--- src/rtl/mem_bus_ctrl.sv ---
// Memory-bus controller: turns CPU mem_cmd/mem_addr requests into single-cycle RAM or
// I/O strobes, waits out the RAM read latency, and answers with a one-cycle mem_ready.
module mem_bus_ctrl #(
   parameter int AW     = 9,
   parameter int DW     = 16,
   parameter int RD_LAT = 1,
   parameter int IO_AW  = 4
) (
   input  logic             clk,
   input  logic             reset_n,
   input  logic [1:0]       mem_cmd,
   input  logic [AW-1:0]    mem_addr,
   input  logic [DW-1:0]    wdata,
   output logic             mem_ready,
   output logic [DW-1:0]    rdata,
   output logic             bus_err,
   output logic [AW-2:0]    ram_addr,
   output logic [DW-1:0]    ram_wdata,
   output logic             ram_we,
   output logic             ram_re,
   input  logic [DW-1:0]    ram_rdata,
   output logic [IO_AW-1:0] io_addr,
   output logic [DW-1:0]    io_wdata,
   output logic             io_we,
   output logic             io_re,
   input  logic [DW-1:0]    io_rdata
);

   localparam logic [1:0] CMD_NONE  = 2'b00;
   localparam logic [1:0] CMD_WRITE = 2'b01;
   localparam logic [1:0] CMD_READ  = 2'b10;
   localparam logic [1:0] CMD_ILL   = 2'b11;
   localparam logic [3:0] LAT       = 4'(RD_LAT);

   typedef enum logic [1:0] {IDLE, RAM_RD, DONE} state_t;

   state_t          state;
   logic [AW-1:0]   addr_q;
   logic [DW-1:0]   wdata_q;
   logic [1:0]      cmd_q;
   logic [3:0]      wait_cnt;

   assign ram_addr  = addr_q[AW-2:0];
   assign io_addr   = addr_q[IO_AW-1:0];
   assign ram_wdata = wdata_q;
   assign io_wdata  = wdata_q;

   // Strobes, ready and error are pulses: cleared every cycle unless this edge raises them.
   // IDLE refuses to capture while mem_ready is high so a held command is not re-taken
   // in the ready cycle itself.
   always_ff @(posedge clk or negedge reset_n) begin
      if (!reset_n) begin
         state     <= IDLE;
         addr_q    <= '0;
         wdata_q   <= '0;
         cmd_q     <= CMD_NONE;
         wait_cnt  <= '0;
         rdata     <= '0;
         mem_ready <= 1'b0;
         bus_err   <= 1'b0;
         ram_we    <= 1'b0;
         ram_re    <= 1'b0;
         io_we     <= 1'b0;
         io_re     <= 1'b0;
      end else begin
         mem_ready <= 1'b0;
         bus_err   <= 1'b0;
         ram_we    <= 1'b0;
         ram_re    <= 1'b0;
         io_we     <= 1'b0;
         io_re     <= 1'b0;
         case (state)
            IDLE: begin
               if (mem_cmd != CMD_NONE && !mem_ready) begin
                  addr_q  <= mem_addr;
                  wdata_q <= wdata;
                  cmd_q   <= mem_cmd;
                  state   <= DONE;
                  if (mem_cmd == CMD_WRITE) begin
                     if (mem_addr[AW-1]) io_we  <= 1'b1;
                     else                ram_we <= 1'b1;
                  end else if (mem_cmd == CMD_READ) begin
                     if (mem_addr[AW-1]) begin
                        io_re <= 1'b1;
                     end else begin
                        ram_re   <= 1'b1;
                        wait_cnt <= LAT;
                        state    <= RAM_RD;
                     end
                  end
               end
            end
            // Leaves one cycle before the count would reach zero; DONE is that final cycle.
            RAM_RD: begin
               wait_cnt <= wait_cnt - 4'd1;
               if (wait_cnt == 4'd1) state <= DONE;
            end
            DONE: begin
               mem_ready <= 1'b1;
               bus_err   <= (cmd_q == CMD_ILL);
               if (cmd_q == CMD_READ) rdata <= addr_q[AW-1] ? io_rdata : ram_rdata;
               state     <= IDLE;
            end
            default: state <= IDLE;
         endcase
      end
   end

endmodule

--- config.mk ---
export PLATFORM = sky130hd
export DESIGN_NAME = mem_bus_ctrl
export DESIGN_NICKNAME = d
export VERILOG_FILES = /design/src/rtl/mem_bus_ctrl.sv
export SDC_FILE = /design/constraint.sdc
export NUM_CORES = 1
export LEC_CHECK = 0
export ABC_AREA = 1
export CAP_MARGIN = 5
export CORE_MARGIN = 2
export CORE_UTILIZATION = 40
export CTS_CLUSTER_SIZE = 10
export DETAILED_ROUTE_END_ITERATION = 8
export HOLD_SLACK_MARGIN = 0.03
export PLACE_DENSITY = 0.8
export SLEW_MARGIN = 15
export SYNTH_ARGS = -nofsm -noshare
export SYNTH_HDL_FRONTEND = slang
export SYNTH_SLANG_ARGS = --single-unit
--- constraint.sdc ---
create_clock -name clk -period 1.85 [get_ports clk]
set_input_delay 0.4625 -clock clk [delete_from_list [all_inputs] [get_ports clk]]
set_output_delay 0.4625 -clock clk [all_outputs]
set_load 0.1 [all_outputs]
==> results of run 1 <==
==> stage by stage <==
stage	instance area (um^2)	utilization	hold WS, ns
global route	4560	0.710	0.147
floorplan	2680	-	0.167
detailed placement	4460	0.695	0.485
CTS	4560	0.710	0.145
finish	4560	0.710	0.133
global placement	4460	0.695	0.478
==> registers in the layout (all words and copies together) (netlist names) <==
signal	count
mem_ready	1
io_wdata	16
addr_q	9
ram_we	1
wait_cnt	4
cmd_q	2
ram_re	1
bus_err	1
io_we	1
io_re	1
state	2
rdata	16
==> cells in the final DEF (no fill, tap or decap), types with 2 or more instances in the layout <==
cell,netlist,routed
nand2_1,159,159
buf_12,1,68
clkdlybuf4s50_1,0,59
dfrtp_1,55,55
o21ai_1,14,14
nand2_2,12,12
nand3_1,11,11
inv_1,9,9
nor2_1,7,7
o21ai_0,7,7
clkbuf_8,0,5
inv_2,4,4
buf_4,30,3
nor2_2,2,2
ha_1,2,2
clkinv_4,0,2
==> path summary, 6_finish.rpt <==
path,start,endpoint,slack (ns),cells past startpoint
max,io_wdata[1],io_wdata[1],0.38,1
min in group clk,wait_cnt[1],wait_cnt[1],0.53,2
max reg2reg,addr_q[8],rdata[10],0.47,5
min,reset_n,addr_q[1],0.13,2
max in group asynchronous,reset_n,rdata[13],1.46,2
min reg2reg,wait_cnt[1],wait_cnt[1],0.53,2
==> routing by layer <==
layer | up-vias | global-route usage | part of all wire
met1 | 1105 | 0.202 | 0.37
li1 | 1177 | - | -
met2 | 104 | 0.354 | 0.53
met3 | 13 | 0.0510 | 0.084
met4 | 0 | 0.0664 | 0.019
met5 | - | 0 | 0
==> kinds of logic (layout without fill, tap and decap cells) <==
logic type                 after synthesis  in the layout  synth area share
DFF                                     55             55             0.514
buffers and inverters                   53            152             0.127
adders and majority gates                2              2           0.00934
and+or+nand+nor                        198            198             0.309
AOI/OAI and AO/OA                       22             22            0.0411
==> cell type report <==
class / instances / share of cell area
Multi-Input combinational cell: 222 / 0.211
Sequential cell: 55 / 0.302
Clock buffer: 5 / 0.0151
Inverter: 13 / 0.0107
Clock inverter: 3 / 0.00549
Timing Repair Buffer: 131 / 0.434
Tap cell: 77 / 0.0211
==> impl_metrics.ini, run 1 <==
[routing]
vias = 2399
first_pass_iters = 6
antenna_left = 0
wl_per_cell_um = 13.2
vias_per_cell = 4.74
wl_mm = 6.66
route.detailed.drc = 12
drtIter0Drc = 113

[critical_path]
critPathMaxFanout = 3
path_class = reg2out
critical_path.top_delay_family = flip-flops
critPathLaunchType = flip-flop
crit_chain = buf_12
slowest_delay_ns = 0.49
path_buf_inv = 1
critical_path_required_ns = 1.39
cp.arrival_ns = 1.01
crit_path_end_kind = output pin
cp_slowest_cell = dfrtp_1

[layout]
drive_above_1_share = 0.235
multi_input_area_um2 = 963
fin_nets = 491
syn2layout_area_growth_pct = 70.2
register_area_um2 = 1380
final_cell_count_no_fill = 506
nFillCells = 480
diodes = 0

[synthesis]
synth_area_um2 = 2680
ys.flop_type = dfrtp_1
ys_seq_area_frac = 0.514
yosys.area.top_type = dfrtp_1
syn_area_per_cell_um2 = 8.12
synth_top_cells_by_area = dfrtp_1, nand2_1, buf_4
ys_types = 22
synth_top_area_frac = 0.514
syn_nets = 393
async_reset_ff_frac = 1.00
synthCells = 330
synth_enable_flop_cells = 0
yosys_warnings = 0
synth_seq_cells = 55
synthMostInstantiatedCell = nand2_1
synth_common_cells = nand2_1, dfrtp_1, buf_4

[timing]
worstMarginPinSlew_ns = 0.706
hold_violations = 0
fin_crit_sh = 0.797
slew_headroom = 0.529
tns_ns = 0
fin_crit_ns = 1.47
fin_skew_ns = 0.00660
finalSetupViolCount = 0
worst_slack_ns = 0.376
rsz0062_at_grt = no
slew_violations = 0
fmax_mhz = 678

[grt]
grt_max_degree = 56
grt_pass1_wl_mm = 11.0
track_usage = 0.188
grt_overflow = 0
antenna_found_initial = 0
grt_pass1_vias = 2360

[placement]
hpwl_mm = 5.33
routabilityCongestion = 0.779
place_inst = 498
place_ws_ns = 0.105
io_buffers = 126

[clock_tree]
worst_skew_pair.late_latency_ns = 0.31
cts-resized-gates = 0
ctsHoldBuffers = 0
cts_buffers = 5
root_buffer = clkbuf_8
cts.sinks = 55
path_clk_slew_ns = 0.10
clockBufferDepth = 2
htreeDepth = 2
cts_tree = yes
post-cts-setup-buffers = 0

[die]
core_um2 = 6420
fp.dieW_um = 85.8
io_pins = 127
rows = 29
start_util = 0.417
die_area_um2 = 7370
die_y_um = 85.8

[worst_hold_path]
hp-class = in2async

[run_status]
outcome = finished, violations left
violations = DRC

[run]
cap_violations = 0
Power of run 1 is left out: the tool's default activity adds up to more than one toggle a clock period on the data nets, which glitch-free logic cannot reach.
==> run 2, diff against run 1 <==
==> constraint.sdc (replaced) <==
create_clock -name clk -period 1.5 [get_ports clk]
set_input_delay 0.375 -clock clk [delete_from_list [all_inputs] [get_ports clk]]
set_output_delay 0.375 -clock clk [all_outputs]
set_load 0.1 [all_outputs]
==> run 2 against run 1 <==
Net effect: the run still ends with DRC left; routed wire length decreased by 1.3%; setup slack got worse by 0.27 ns; count of clock-buffer cells in the layout increased by 2; global-route usage decreased by 0.31 points; via count decreased by 0.83%; critical path depth unchanged; worst hold slack got worse by 0.091 ns; sequential share of layout area decreased by 0.14 points; final cell count increased by 1.2%; die area unchanged; register-to-register slack got worse by 0.27 ns.
==> impl_metrics.ini, run 2 (same netlist as run 1, synthesis figures left out) <==
[layout]
layout_commonest_cell = nand2_1
fin_nets = 497
nFillCells = 484
diodes = 0
drive_above_1_share = 0.280
final_cell_count_no_fill = 512
most-common-layout-cells = nand2_1, buf_12, clkdlybuf4s50_1
syn2layout_area_growth_pct = 73.6

[critical_path]
crit_path_end = ram_addr[1]
r2r-end = rdata[14]
critical_path.top_delay_family = flip-flops
reg2reg_from = state[0]
crit_path_end_kind = output pin
crit_chain = buf_12
cp_slowest_cell = dfrtp_1
critPathMaxFanout = 3
critPathLaunchType = flip-flop
path_class = reg2out
critical_path_required_ns = 1.12
crit_cells = 1
slowest_delay_ns = 0.49
path_buf_inv = 1
startpoint = addr_q[1]
reg2reg_slack_ns = 0.20
cp.arrival_ns = 1.02
r2r_cells = 7

[die]
io_pins = 127
rows = 29
core_um2 = 6420
die_y_um = 85.8
fp.dieW_um = 85.8
start_util = 0.417
die_area_um2 = 7370

[timing]
holdWs_ns = 0.0420
worstMarginPinSlew_ns = 0.627
tns_ns = 0
fin_crit_ns = 1.39
rsz0062_at_grt = no
hold_violations = 0
slew_headroom = 0.582
fmax_mhz = 718
finalSetupViolCount = 0
fin_crit_sh = 0.928
slew_violations = 0
fin_skew_ns = 0.00803

[routing]
antenna_left = 0
first_pass_iters = 7
drtIter0Drc = 97
vias_per_cell = 4.65
vias = 2379
route.detailed.drc = 13
wl_per_cell_um = 12.8
wl_mm = 6.57

[run_status]
outcome = finished, violations left
violations = DRC

[clock_tree]
worst_skew_pair.late_latency_ns = 0.31
cts.sinks = 55
post-cts-setup-buffers = 0
path_clk_slew_ns = 0.09
cts-resized-gates = 0
cts_tree = yes
htreeDepth = 2
cts_buffers = 5
ctsHoldBuffers = 0
clockBufferDepth = 2
root_buffer = clkbuf_8

[grt]
grt_pass1_vias = 2242
grt_max_degree = 56
antenna_found_initial = 0
grt_overflow = 0
track_usage = 0.185
grt_pass1_wl_mm = 10.7

[placement]
io_buffers = 126
place_inst = 504
hpwl_mm = 5.34
routabilityCongestion = 0.767

[worst_hold_path]
hp-class = in2async

[run]
cap_violations = 0
## run 2: cell types whose count changed in the layout (fill, tap and decap cells not counted)
| cell | change |
|---|---|
| clkbuf_1 | +2 |
| buf_4 | +5 |
| dfrtp_2 | +17 |
| clkinvlp_4 | -1 |
| clkinv_4 | -2 |
| dfrtp_1 | -17 |
| buf_12 | +1 |
| bufinv_16 | +1 |
## run 2: cell type report
class,count,area (um^2),area share
Clock inverter,1,30.0,0.00646
Multi-Input combinational cell,222,963,0.207
Tap cell,77,96.3,0.0207
Timing Repair Buffer,137,2040,0.438
Sequential cell,55,1400,0.301
Clock buffer,7,76.3,0.0164
Inverter,13,48.8,0.0105
## run 2: worst min-delay path by stage
stage,endpoint,slack [ns],depth (start not counted),startpoint
6_report,addr_q[3],0.04,2,reset_n
5_1_grt,addr_q[3],0.05,2,reset_n
4_1_cts,addr_q[3],0.06,2,reset_n
3_5_place_dp,addr_q[3],0.40,2,reset_n
3_3_place_gp,cmd_q[0],0.39,2,reset_n
2_1_floorplan,addr_q[0],0.08,0,reset_n
## run 2: metrics by stage
stage,util,setup slack [ns],cell area (um^2)
after detailed placement,0.707,-0.127,4540
after global routing,0.724,0.0623,4650
after CTS,0.724,0.0890,4650
final,0.724,0.108,4650
after floorplan,-,0.0787,2700
after global placement,0.707,-0.0590,4540
## run 2: metal layers
layer  share of wire  routed length (um)  vias to the layer above  global-route usage
met5               0                   0                        -                   0
met4           0.016                 102                        0              0.0606
met3           0.082                 538                        9              0.0558
met2            0.52                3400                      109               0.330
met1            0.39                2530                     1065               0.213
li1                -                   -                     1196                   -
Power of run 2 is left out for the same reason.
